[src/rtl/systolic_seq_ctrl.sv]
// Sequencer for a 2x2 weight-stationary systolic array: diagonal weight load,
// skewed activation streaming and bottom-edge de-skew into whole result rows.
module systolic_seq_ctrl #(
  parameter int DATA_W = 16,
  parameter int ROWS_W = 5
) (
  input  logic              clk,
  input  logic              rst,
  input  logic              cmd_start,
  input  logic [ROWS_W-1:0] cmd_n_rows,
  input  logic [DATA_W-1:0] w_00,
  input  logic [DATA_W-1:0] w_01,
  input  logic [DATA_W-1:0] w_10,
  input  logic [DATA_W-1:0] w_11,
  output logic              cmd_busy,
  output logic              cmd_done,
  output logic              err_skew,
  input  logic              act_valid,
  output logic              act_ready,
  input  logic [DATA_W-1:0] act_x0,
  input  logic [DATA_W-1:0] act_x1,
  output logic [DATA_W-1:0] sys_data_in_1x,
  output logic [DATA_W-1:0] sys_data_in_2x,
  output logic              sys_start,
  output logic [DATA_W-1:0] sys_weight_in_x1,
  output logic [DATA_W-1:0] sys_weight_in_x2,
  output logic              sys_accept_w_1,
  output logic              sys_accept_w_2,
  output logic              sys_switch_in,
  input  logic [DATA_W-1:0] sys_data_out_x1,
  input  logic [DATA_W-1:0] sys_data_out_x2,
  input  logic              sys_valid_out_x1,
  input  logic              sys_valid_out_x2,
  output logic              res_valid,
  output logic [DATA_W-1:0] res_y0,
  output logic [DATA_W-1:0] res_y1
);

  // state  | meaning
  // IDLE   | waiting for cmd_start
  // L0     | shift W[1][0] into column 1
  // L1     | shift W[0][0] into column 1, W[1][1] into column 2
  // L2     | shift W[0][1] into column 2, switch weight bank
  // STREAM | accept activation rows, drive skewed left edge
  // DRAIN  | wait for remaining result rows
  // DONE   | one-cycle completion pulse
  typedef enum logic [2:0] {
    S_IDLE, S_L0, S_L1, S_L2, S_STREAM, S_DRAIN, S_DONE
  } state_t;

  localparam logic [ROWS_W-1:0] ROW_ONE = ROWS_W'(1);

  state_t state, state_nx;

  logic [DATA_W-1:0] w00_q, w01_q, w10_q, w11_q;
  logic [ROWS_W-1:0] n_rows_q;
  logic [ROWS_W-1:0] rows_in;
  logic [ROWS_W-1:0] rows_out;
  logic [DATA_W-1:0] skew_q;
  logic [DATA_W-1:0] x1_hold;
  logic              prev_v1;

  logic              accept;
  logic              hs;
  logic              deskew_on;
  logic              res_take;
  logic              last_in;
  logic              rows_done;

  logic              acc1_nx, acc2_nx, sw_nx;
  logic [DATA_W-1:0] wx1_nx, wx2_nx;

  assign accept    = (state == S_IDLE) && cmd_start;
  assign act_ready = (state == S_STREAM) && (rows_in < n_rows_q);
  assign hs        = act_valid && act_ready;
  assign deskew_on = (state == S_STREAM) || (state == S_DRAIN);
  assign res_take  = deskew_on && sys_valid_out_x2;
  assign last_in   = (rows_in + ROW_ONE) == n_rows_q;
  assign rows_done = (rows_out == n_rows_q) ||
                     (res_take && ((rows_out + ROW_ONE) == n_rows_q));

  assign cmd_busy  = (state != S_IDLE);
  assign cmd_done  = (state == S_DONE);

  always_ff @(posedge clk or negedge rst) begin
    if (!rst) state <= S_IDLE;
    else      state <= state_nx;
  end

  always_comb begin
    state_nx = state;
    case (state)
      S_IDLE:   if (accept) state_nx = S_L0;
      S_L0:     state_nx = S_L1;
      S_L1:     state_nx = S_L2;
      S_L2:     state_nx = (n_rows_q != '0) ? S_STREAM : S_DONE;
      S_STREAM: if (hs && last_in) state_nx = S_DRAIN;
      S_DRAIN:  if (rows_done) state_nx = S_DONE;
      S_DONE:   state_nx = S_IDLE;
      default:  state_nx = S_IDLE;
    endcase
  end

  // Weight-port values are decoded from the next state so they appear
  // registered in the matching load cycle; L0 is entered straight from
  // IDLE, before W is latched, so it reads the command port directly.
  always_comb begin
    acc1_nx = 1'b0;
    acc2_nx = 1'b0;
    sw_nx   = 1'b0;
    wx1_nx  = '0;
    wx2_nx  = '0;
    case (state_nx)
      S_L0: begin
        acc1_nx = 1'b1;
        wx1_nx  = w_10;
      end
      S_L1: begin
        acc1_nx = 1'b1;
        wx1_nx  = w00_q;
        acc2_nx = 1'b1;
        wx2_nx  = w11_q;
      end
      S_L2: begin
        acc2_nx = 1'b1;
        wx2_nx  = w01_q;
        sw_nx   = 1'b1;
      end
      default: ;
    endcase
  end

  always_ff @(posedge clk or negedge rst) begin
    if (!rst) begin
      sys_accept_w_1   <= 1'b0;
      sys_accept_w_2   <= 1'b0;
      sys_switch_in    <= 1'b0;
      sys_weight_in_x1 <= '0;
      sys_weight_in_x2 <= '0;
    end else begin
      sys_accept_w_1   <= acc1_nx;
      sys_accept_w_2   <= acc2_nx;
      sys_switch_in    <= sw_nx;
      sys_weight_in_x1 <= wx1_nx;
      sys_weight_in_x2 <= wx2_nx;
    end
  end

  always_ff @(posedge clk or negedge rst) begin
    if (!rst) begin
      w00_q    <= '0;
      w01_q    <= '0;
      w10_q    <= '0;
      w11_q    <= '0;
      n_rows_q <= '0;
    end else if (accept) begin
      w00_q    <= w_00;
      w01_q    <= w_01;
      w10_q    <= w_10;
      w11_q    <= w_11;
      n_rows_q <= cmd_n_rows;
    end
  end

  always_ff @(posedge clk or negedge rst) begin
    if (!rst) begin
      rows_in  <= '0;
      rows_out <= '0;
    end else if (accept) begin
      rows_in  <= '0;
      rows_out <= '0;
    end else begin
      if (hs)       rows_in  <= rows_in + ROW_ONE;
      if (res_take) rows_out <= rows_out + ROW_ONE;
    end
  end

  // Lane 2 trails lane 1 by one cycle; bubbles propagate through the skew stage.
  always_ff @(posedge clk or negedge rst) begin
    if (!rst) begin
      sys_data_in_1x <= '0;
      sys_start      <= 1'b0;
      skew_q         <= '0;
      sys_data_in_2x <= '0;
    end else begin
      sys_data_in_1x <= hs ? act_x0 : '0;
      sys_start      <= hs;
      skew_q         <= hs ? act_x1 : '0;
      sys_data_in_2x <= skew_q;
    end
  end

  always_ff @(posedge clk or negedge rst) begin
    if (!rst) begin
      x1_hold   <= '0;
      prev_v1   <= 1'b0;
      res_valid <= 1'b0;
      res_y0    <= '0;
      res_y1    <= '0;
      err_skew  <= 1'b0;
    end else begin
      if (deskew_on && sys_valid_out_x1) x1_hold <= sys_data_out_x1;
      prev_v1   <= deskew_on && sys_valid_out_x1;
      res_valid <= res_take;
      if (res_take) begin
        res_y0 <= x1_hold;
        res_y1 <= sys_data_out_x2;
      end
      // Row is still emitted on a skew error; the flag only records it.
      if (accept)                   err_skew <= 1'b0;
      else if (res_take && !prev_v1) err_skew <= 1'b1;
    end
  end

endmodule

[config.mk]
export PLATFORM = sky130hd
export DESIGN_NAME = systolic_seq_ctrl
export DESIGN_NICKNAME = d
export VERILOG_FILES = /design/src/rtl/systolic_seq_ctrl.sv
export SDC_FILE = /design/constraint.sdc
export NUM_CORES = 1
export LEC_CHECK = 0
export ABC_AREA = 0
export BUFFER_PORTS_ARGS = -buffer_cell sky130_fd_sc_hd__clkbuf_2
export CAP_MARGIN = 20
export CORE_UTILIZATION = 54
export DETAILED_ROUTE_END_ITERATION = 8
export PLACE_DENSITY = 0.81
export SYNTH_ARGS = -nofsm -noshare
export SYNTH_HDL_FRONTEND = slang
export SYNTH_SLANG_ARGS = --single-unit
[constraint.sdc]
create_clock -name clk -period 5.3 [get_ports clk]
set_input_delay 0.265 -clock clk [delete_from_list [all_inputs] [get_ports clk]]
set_output_delay 0.265 -clock clk [all_outputs]
set_load 0.03 [all_outputs]
; After elaboration in Yosys (flattened, before gate mapping)
; Index checks and enable logic that the tools add are counted.
[word_totals]
regBits = 201
latch_bits = 0
ram_bits = 0
rom_bits = 0
in_bits = 139
out_inout_bits = 105
wordCells = 74
memories = 0
[classes]
n_addsub = 2
mul = 0
div = 0
order_cmp = 1
eq_ne = 12
shifts = 0
muxes = 18
bitwise_logic = 0
n_reduce_logical = 19
[op_table]
columns = operator, n
row1 = 16-bit case mux with 2 select lines, 2
row2 = 16-bit two-way mux, 2
row3 = 5-bit two-way mux, 4
row4 = 3-bit case mux with 6 select lines, 1
row5 = 5-bit == test, 3
row6 = 3-bit by 2-bit == test with 1-bit output (second input constant), 4
row7 = 5-bit by 1-bit adder with 5-bit output (second input constant), 2
row8 = 3-bit == test (second input constant), 3
row9 = 3-bit two-way mux, 3
row10 = 1-bit logical AND, 8
row11 = 3-bit by 1-bit == test with 1-bit output (second input constant), 2
row12 = 2-bit nonzero test, 3
row13 = 5-bit less-than comparator, 1
row14 = 1-bit two-way mux, 5
row15 = 5-bit nonzero test, 1
row16 = 2-bit OR reduction, 2
row17 = 3-bit zero test, 1
row18 = 3-bit nonzero test, 1
row19 = 1-bit logical OR, 2
row20 = 2-bit two-way mux, 1
row21 = 1-bit zero test, 1

; Depth between registers and ports, before layout
[logic_depth]
word_depth = 10
ltp_mapped = 8
mapped_depth_nobuf = 7

; Worst setup path before layout
; No wires, ideal clock.
[synth_path]
path_kind = register -> register
startpoint = register n_rows_q[1]
endpoint = register rows_in[0]
setup_ns = 0.125
arrival_ns = 1.646
required_time_ns = 5.175
path_slack_ns = 3.529
path_stages_with_launch = 8
path_buffers = 0
synth_period_minus_slack_ns = 1.771
cell_sequence = dfrtp_1 > inv_1 > ha_1 > nor2b_1 > o2111ai_1 > o2111a_2 > nor2_1 > mux2_2
[synth_via]
elab_chain_len = 4
[synth_lines]
columns = element, line
row1 = start: declaration, 56  ; logic [ROWS_W-1:0] n_rows_q;
row2 = start signal: assignment, 161  ; n_rows_q <= cmd_n_rows;
row3 = 5-bit less-than comparator, 74  ; assign act_ready = (state == S_STREAM) && (rows_in < n_rows_q);
row4 = 1-bit logical AND, 74
row5 = 1-bit logical AND, 75  ; assign hs = act_valid && act_ready;
row6 = 2-bit nonzero test (no line), n/a
row7 = end signal: assignment, 173  ; if (hs) rows_in <= rows_in + ROW_ONE;
row8 = end: declaration, 57  ; logic [ROWS_W-1:0] rows_in;
; Every way passes these cells.
; A chain may end at the register's enable or synchronous reset.

; Worst setup path in the final report
[layout_path]
startpoint = register state[1]
endpoint = register res_y0[10]
[layout_via]
elab_chain_len = 3
word_cells_on_any_way = 4
cone_classes = eq/ne: 2 / reduce/logical: 2
[layout_lines]
columns = element, line
row1 = start: declaration, 53  ; state_t state, state_nx;
row2 = start signal: assignment, 87  ; else state <= state_nx;
row3 = 3-bit == test, 76  ; assign deskew_on = (state == S_STREAM) || (state == S_DRAIN);
row4 = 1-bit logical OR *, 76
row5 = 1-bit logical AND *, 77  ; assign res_take = deskew_on && sys_valid_out_x2;
row6 = end signal: assignment, 206  ; res_y0 <= x1_hold;
row7 = end: declaration, 35  ; output logic [DATA_W-1:0] res_y0,
; Every way passes the cells marked *; elsewhere a longest branch is shown, timed or not.

==> flow_summary.json <==
{
  "clock-sinks": 201,
  "clkTransAtPathRegs_ns": 0.06,
  "count_of_port_buffers_added_during_placement": 243,
  "drtAntennaViolNets": 0,
  "hold_violations": 0,
  "post_drt_wl_per_cell_um": 16.1,
  "synth_edf_count": 0,
  "fmax_ghz": 0.404,
  "core_area_um2": 13400,
  "synth_flop_type": "dfrtp_1",
  "timing.reg2reg.worst_path_depth": 5,
  "grt_antenna_before_repair": 1,
  "critical_path_class": "register to register",
  "grt_start_max_net_pins": 76,
  "mappedNetlistNets": 816,
  "slew_headroom_pct": 36.8,
  "synthesis.area_per_instance_um2": 11.2,
  "critical_path_arrival_ns": 2.82,
  "worst_slew_pin_slew_ns": 0.943,
  "final.setup_skew_ns": 0.00415,
  "grt_use_total_pct": 28.0,
  "synth_cell_type_count": 37,
  "required_ns": 5.65,
  "grt_pass1_wl_um": 31300,
  "vdd_ir_drop_max_uv": 432,
  "cts-buffers-inserted": 21,
  "grt_pass1_vias": 6427,
  "design.portCount": 244,
  "critical_path.endpoint_type": "register",
  "synthArstFlopShare_pct": 100,
  "globalplace.congestion": 0.810,
  "maxCapViolCount": 0,
  "fraction_of_layout_instances_using_a_drive_strength_above_1_pct": 29.4,
  "static-leakage-power_nw": 5.71,
  "rows": 42,
  "post-route-period-util_pct": 46.7,
  "fp.dieArea_um2": 14300,
  "worstReg2RegEnd": "res_y0[10]",
  "cts-hold-fix-buffers": 97,
  "cts_resized": 0,
  "totalPowerFinal_mw": 5.72,
  "hp-class": "primary input to register",
  "detail_route.drc_violations": 0,
  "wl_um": 19300,
  "critical_path_peak_fanout": 43,
  "fin_crit_ns": 2.47,
  "worstSetupStartpoint": "state[1]",
  "final.setup.tns_ns": 0,
  "timing.reg2reg.setup_slack_ns": 2.83,
  "setup_viol": 0,
  "detailed_place_hpwl_um": 11200,
  "setup.worst_path.start_class": "register",
  "post_synth_inst_count": 670,
  "post-cts-setup-buffers": 0,
  "cts-root-to-sink-buffers": 3,
  "outcome": "complete, no violations",
  "cts_tree": "built",
  "die_w_um": 120,
  "p_per_area_nw_per_um2": 546,
  "area_delta_synth_final_pct": 39.8,
  "clock-root-buffer": "clkbuf_16",
  "globalRouteOverflowTotal": 0,
  "synthesis.area_um2": 7490,
  "routed_via_count": 6039,
  "start_util_pct": 55.9,
  "nets": 1153,
  "detail_route.vias_per_cell": 5.05,
  "ys_ff_latch": 201,
  "fp.dieH_um": 120,
  "drt_iter0_markers": 426,
  "crit_end": "res_y0[10]",
  "critical_r2r_launch": "state[1]",
  "finalMaxSlewViolations": 0,
  "ys_seq_area_share_pct": 67.2,
  "grt_setup_unrepaired": "no",
  "clk-insertion-delay-late_ns": 0.48,
  "synth.yosys.warnings": 0,
  "detail_route.first_pass.iterations": 5,
  "cts_htree_levels": 1
}
-- per-layer routing --
layer | vias up | GRT usage [%] | share of wire [%] | wire length (um)
li1 | 2834 | - | - | -
met1 | 2891 | 31.7 | 38 | 7330
met2 | 241 | 50.4 | 52 | 9970
met3 | 73 | 6.08 | 5.9 | 1140
met4 | 0 | 13.0 | 4.6 | 891
met5 | - | 0 | 0 | 0
-- cells in the mapped netlist, types with 3 or more instances --
cell type	number	share of area [%]
clkbuf_1	19	0.95
a21oi_1	4	0.27
mux2_2	17	2.6
a22o_1	35	4.1
nand2_1	257	13
nand3_1	7	0.47
dfrtp_1	201	67
o21ai_0	12	0.80
or3_1	3	0.25
nor3_1	3	0.20
and2_1	33	2.8
xnor2_1	10	1.2
nor2_1	9	0.45
ha_1	7	1.2
xor2_1	7	0.82
inv_1	9	0.45
buf_2	10	0.67
-- how the worst min path moves through the flow --
| stage | endpoint | from | slack (ns) | cells past startpoint |
|---|---|---|---|---|
| finish | sys_data_in_1x[3] | act_x0[3] | 0.007 | 2 |
| global route | sys_data_in_1x[3] | act_x0[3] | 0.002 | 2 |
| CTS | x1_hold[2] | sys_data_out_x1[2] | 0.00003 | 2 |
| detailed placement | sys_data_in_1x[8] | rst | 0.32 | 1 |
| global placement | sys_data_in_1x[8] | rst | 0.31 | 1 |
| floorplan | err_skew | rst | -0.03 | 0 |
-- cells in the final DEF, fill, tap and decap left out, drive strengths merged, types with 9 or more instances in the layout --
cell type,netlist,layout
nand2,257,257
mux2,17,17
inv,9,10
nor2,9,9
and2,33,33
xnor2,10,10
clkbuf,21,276
dlygate4sd3,0,97
o21ai,13,13
dfrtp,201,201
a22o,35,35
-- final cells by class --
cell class              count  area, um^2
diodes                      1        2.50
clock buffers              33         611
clock inverters             3        43.8
fillers                   821        2930
inverters                  10        37.5
multi-input cells         426        2280
flip-flops and latches    201        5030
well taps                 176         220
repair buffers            347        2250
-- where the power goes --
group / internal (mW) / switching, mW / total [mW]
sequential: 2.07 / 0.319 / 2.39
combinational: 0.658 / 1.27 / 1.93
clock: 0.836 / 0.565 / 1.40
total: 3.56 / 2.16 / 5.72
-- cell families (layout without fill, tap and decap cells) --
group	Yosys count	after routing	synth area share [%]
AO/OA/AOI/OAI	61	61	6.33
buffers and inverters	43	393	2.46
other	0	1	0
multiplexers	19	19	2.82
flip-flops	201	201	67.2
AND/OR/NAND/NOR	322	322	18.0
XOR/XNOR	17	17	1.99
adder cells (fa/ha/maj)	7	7	1.17
-- worst max-delay path, cell delays in order (launching register included) --
cell and delay (ns):
dfrtp_1 0.47, nand3b_1 0.16, buf_4 0.40, clkinv_1 0.87, nand2_1 0.30, nand2_1 0.12
-- metrics by stage --
| stage | hold slack, ns | instance area (um^2) | worst slack (ns) | cells | utilization, % |
|---|---|---|---|---|---|
| after floorplan | -0.0306 | 7490 | 3.53 | 670 | - |
| after global placement | 0.306 | 8840 | 2.94 | 1063 | 66.0 |
| after detailed placement | 0.317 | 8840 | 2.85 | 1063 | 66.0 |
| after CTS | 0.0000268 | 10500 | 2.82 | 1196 | 78.1 |
| after global routing | 0.00207 | 10500 | 2.58 | 1197 | 78.1 |
| final | 0.00674 | 10500 | 2.83 | 1197 | 78.1 |
Power figures use the tool's default switching activity.
